--- src/rtl/param_up_down_counter.sv ---
// Parametrised up/down counter with wrap/saturate boundaries, synchronous load,
// boundary flags, a wrap event pulse and sticky overflow/underflow flags.
module param_up_down_counter #(
  parameter int unsigned     WIDTH    = 4,
  parameter longint unsigned MAX_VAL  = (64'd1 << WIDTH) - 64'd1,
  parameter bit              SATURATE = 1'b0
) (
  input  logic             clk,
  input  logic             reset,
  input  logic             en,
  input  logic             up_down,
  input  logic             load,
  input  logic [WIDTH-1:0] load_val,
  input  logic             clr_flags,
  output logic [WIDTH-1:0] count,
  output logic             at_max,
  output logic             at_zero,
  output logic             wrap,
  output logic             ovf,
  output logic             unf
);

  localparam logic [WIDTH-1:0] MAX_C = MAX_VAL[WIDTH-1:0];
  localparam logic [WIDTH-1:0] ONE_C = WIDTH'(1);

  logic             step_up;
  logic             step_dn;
  logic             bound_up;
  logic             bound_dn;
  logic [WIDTH-1:0] load_clip;
  logic [WIDTH-1:0] count_nxt;

  always_comb begin
    at_max  = (count == MAX_C);
    at_zero = (count == '0);
  end

  // Boundary detection compares against MAX_VAL, never the natural rollover.
  always_comb begin
    step_up   = ~load & en & up_down;
    step_dn   = ~load & en & ~up_down;
    bound_up  = step_up & at_max;
    bound_dn  = step_dn & at_zero;
    load_clip = (load_val > MAX_C) ? MAX_C : load_val;
    count_nxt = count;
    if (load) begin
      count_nxt = load_clip;
    end else if (step_up) begin
      if (!at_max)        count_nxt = count + ONE_C;
      else if (!SATURATE) count_nxt = '0;
    end else if (step_dn) begin
      if (!at_zero)       count_nxt = count - ONE_C;
      else if (!SATURATE) count_nxt = MAX_C;
    end
  end

  always_ff @(posedge clk or posedge reset) begin
    if (reset) begin
      count <= '0;
      wrap  <= 1'b0;
      ovf   <= 1'b0;
      unf   <= 1'b0;
    end else begin
      count <= count_nxt;
      wrap  <= bound_up | bound_dn;
      // A setting event on the same edge as clr_flags wins.
      ovf   <= bound_up | (ovf & ~clr_flags);
      unf   <= bound_dn | (unf & ~clr_flags);
    end
  end

endmodule

--- config.mk ---
export PLATFORM = sky130hd
export DESIGN_NAME = param_up_down_counter
export DESIGN_NICKNAME = d
export VERILOG_FILES = /design/src/rtl/param_up_down_counter.sv
export SDC_FILE = /design/constraint.sdc
export NUM_CORES = 1
export LEC_CHECK = 0
export CAP_MARGIN = 20
export CORE_AREA = 2 2 39 41
export DETAILED_ROUTE_END_ITERATION = 6
export DIE_AREA = 0 0 41 43
export GPL_ROUTABILITY_DRIVEN = 0
export HOLD_SLACK_MARGIN = 0.12
export PLACE_DENSITY = 0.62
export SYNTH_ARGS = -nofsm -noshare
export SYNTH_HDL_FRONTEND = slang
export SYNTH_SLANG_ARGS = --single-unit
export TNS_END_PERCENT = 5
--- constraint.sdc ---
create_clock -name clk -period 2.1 [get_ports clk]
set_input_delay 0.42 -clock clk [delete_from_list [all_inputs] [get_ports clk]]
set_output_delay 0.42 -clock clk [all_outputs]
set_load 0.02 [all_outputs]
Word level (Yosys, flattened, before mapping)
Cells that the tools add are included.

word-level totals
  register bits = 7
  input bits = 10
  output and inout port bits = 9

operators by class
  $add $sub $neg = 2
  order comparisons = 1
  equality and inequality tests = 1
  multiplexer cells = 6
  bitwise logic cells = 13
  reductions and logical operators = 2

operator list
  cell                                              count
  2-to-1 mux 4 bit                                  6
  bitwise AND 1 bit                                 7
  adder 4 x 1 -> 4 bit, second input constant       1
  equality test 4 bit, second input constant        1
  > comparator 4 bit, second input constant         1
  logical NOT 4 bit                                 1
  subtractor 4 x 1 -> 4 bit, second input constant  1
  NOT 1 bit                                         3
  OR 1 bit                                          3
  nonzero test 3 bit                                1

Logic depth before layout (Yosys ltp)
  depth in word-level cells = 6
  mapped depth = 6

Least setup slack after synthesis
No wires, ideal clock.

  path type = flip-flop to output port
  start = register count[0]
  end = output port at_zero
  arrival time = 1.340 ns
  data required time = 1.680 ns
  path slack = 0.340 ns
  stages on the path, launching flop included = 4
  buffers on the path = 0
  cell sequence = dfrtp_1 > inv_1 > ha_1 > nor3b_1

between the ends
  word-level cells in the longest chain between the ends = 1

ends and longest elaborated chain
  item                      RTL line  source
  start: declaration        15        output logic [WIDTH-1:0] count,
  start signal: assignment  64        count <= count_nxt;
  logical NOT 4 bit         35        at_zero = (count == '0);
  end: declaration          17        output logic at_zero,

Every way passes these cells.

Final worst setup path
  start = register count[0]
  end = output port at_max

between the ends
  word-level cells in the longest chain between the ends = 1

ends and longest elaborated chain
  item                 RTL line  source
  equality test 4 bit  34        at_max = (count == MAX_C);
  end: declaration     16        output logic at_max,

Every way passes these cells.

==> results.toml <==
[outcome]
outcome = "completed"

[logic_synthesis]
async_flop_share_pct = 100
netlist_top_cells_area = "dfrtp_1 (40%), ha_1 (5.8%), inv_1 (5.2%)"
synth_area_per_cell_um2 = 9.05
netlist_area_um2 = 434
synth_top_area_cell = "dfrtp_1"
ys_seq_area_share_pct = 40.3
synth_warnings = 0
synth_edf_count = 0
yosys_register_bits = 7
synth.top_cell.area_share_pct = 40.3
ys_top_cells_by_count = "dfrtp_1 (7), inv_1 (6), nand2_1 (5)"
synth_nets = 60
syn_inst = 48
synth_cell_type_count = 22
synthFlopType = "dfrtp_1"
synthMostInstantiatedCell = "dfrtp_1"

[die]
coreArea_mm2 = 0.00138
row_count = 14
die_area_mm2 = 0.00176
start_util_pct = 31.4
die_h_um = 43
ioPinCount = 19
die_x_um = 41

[clock_tree]
cts_made_buffers = 3
htreeDepth = 1
clk_latency_ns = 0.25
clk_pin_slew_ns = 0.05
cts_setup_buffers = 0
cts_tree = "done"
clock_sinks = 7
cts_root_buffer = "clkbuf_4"
cts_max_path_buffers = 2

[route]
drc = 0
wl_mm = 1.02
firstDrtPassIters = 4
num_vias = 425
via_per_inst = 4.89
ant_nets = 0
drt_iter0_drc = 10
wl_per_cell_um = 11.7

[finish]
seq_area_um2 = 175
fill_cells = 143
drive_gt1_share_pct = 12.7
nNetsFinal = 84
syn_to_final_growth_pct = 54.2
antenna_cells = 0
post-route-cell-area_um2 = 669
multi_input_area_um2 = 233

[critical_path]
critical-path-slowest-cell = "dfrtp_1"
cpPeakStageDelay_ns = 0.41
criticalPathCategory = "register to primary output"
cp.depth = 4
startpoint = "count[0]"
reg2reg_depth = 6
regToRegSetupSlack_ns = 0.47
critical-path-top-delay-family = "buffers and inverters"
cp_max_fo = 4
cp_data_arrival_time_ns = 1.57
reg2reg_from = "count[0]"
cp_num_buf_inv = 2
path_cells = "buf_4 > ha_1 > and3_2 > dlygate4sd2_1"
crit_end = "at_max"
worstSetupStartpointType = "register"
crit-reg2reg-capture = "count[0]"
cp_data_required_time_ns = 1.68
worstSetupEndpointType = "primary output"

[timing]
maxSlewHeadroom_pct = 81.8
rsz0062_at_grt = "no"
setup_viol = 0
fin_crit_sh_pct = 94.6
fin_crit_ns = 1.99
skew_ns = 0.000151
tns_ns = 0
worstMarginPinSlew_ns = 0.273
hold_viol_final = 0
slew_violations = 0
fmax_ghz = 0.504

[flow_run]
maxCapViolations = 0

[power_and_ir_drop]
ir_worst_vdd_v = 0.000328
power_uw = 445
p_leak_uw = 0.000296
power_density_mw_per_mm2 = 664

[worst_hold_path]
hold_path_class = "input pin to asynchronous set/reset pin"

[placement]
portBuffers = 18
dp_hpwl_um = 790
place_area_um2 = 646

[global_routing]
grt_max_degree = 10
antenna_found_initial = 0
overflow = 0
grt_pass1_vias = 409
grt_pass1_wl_mm = 1.66
grt_usage_pct = 14.0
## cells in the final DEF (no fill, tap or decap), types with 3 or more instances in the layout
cell type,instances
clkbuf_4,3
clkdlybuf4s50_1,16
dfrtp_1,7
inv_1,6
nand2_1,5
nor2_1,3
o21ai_0,3
## logic make-up (layout without fill, tap and decap cells)
logic type | after synthesis | count (layout) | synth area share, %
adders and majority gates | 2 | 2 | 5.76
DFF | 7 | 7 | 40.3
and+or+nand+nor | 14 | 14 | 17.9
xor gates and xnor gates | 2 | 2 | 4.04
buffers and inverters | 7 | 30 | 6.05
muxes | 3 | 3 | 7.49
AOI/OAI and AO/OA | 13 | 13 | 18.4
## how the worst min path moves through the flow
stage	start	endpoint	slack, ns	cells past startpoint
2_1_floorplan	reset	count[0]	0.22	1
3_3_place_gp	unf	unf	0.52	2
3_5_place_dp	unf	unf	0.53	2
4_1_cts	reset	unf	0.40	2
5_1_grt	reset	ovf	0.42	2
6_report	reset	ovf	0.40	2
## cell type report
cell class | instances | share of cell area, %
clock buffer | 4 | 3.93
multi-input combinational | 34 | 34.8
timing repair buffer | 20 | 28.8
tap | 16 | 2.99
sequential | 7 | 26.2
inverter | 6 | 3.36
## per-layer routing
layer | share of wire, % | vias to the layer above | GRT usage, %
met1 | 48 | 188 | 17.8
li1 | - | 217 | -
met2 | 44 | 18 | 20.0
met4 | 1.4 | 0 | 10.0
met3 | 7.2 | 2 | 2.62
met5 | 0 | - | 0
## power breakdown
group	leakage (uW)	switching [uW]	total, uW	internal [uW]
clock network	0.0000150	51.5	124	72.6
logic	0.000191	73.1	155	81.9
registers	0.0000896	18.2	165	147
total	0.000296	143	445	302
## timing repair
item,in CTS,in global routing
gates resized for setup,2,0
hold buffers,0,0
setup endpoints to repair,2,0
## per-stage QoR
stage	setup slack, ns	cells	utilization (%)	hold WS (ns)
2_1_floorplan	0.340	48	-	0.223
3_3_place_gp	0.173	83	46.7	0.524
3_5_place_dp	0.157	83	46.7	0.531
4_1_cts	0.122	87	48.4	0.405
5_1_grt	0.0462	87	48.4	0.422
6_report	0.114	87	48.4	0.398
## worst reg2reg max path, cell delays in order, from the launching register on
cell	delay, ns
dfrtp_1	0.41
inv_1	0.12
ha_1	0.21
or4b_4	0.51
nand2_1	0.09
a31oi_1	0.09
o21ai_1	0.12
## sequential cells by signal (all words and copies together) (netlist names)
| signal | flops |
|---|---|
| unf | 1 |
| ovf | 1 |
| count | 4 |
| wrap | 1 |
No activity file was read; power rests on OpenSTA's default activity.
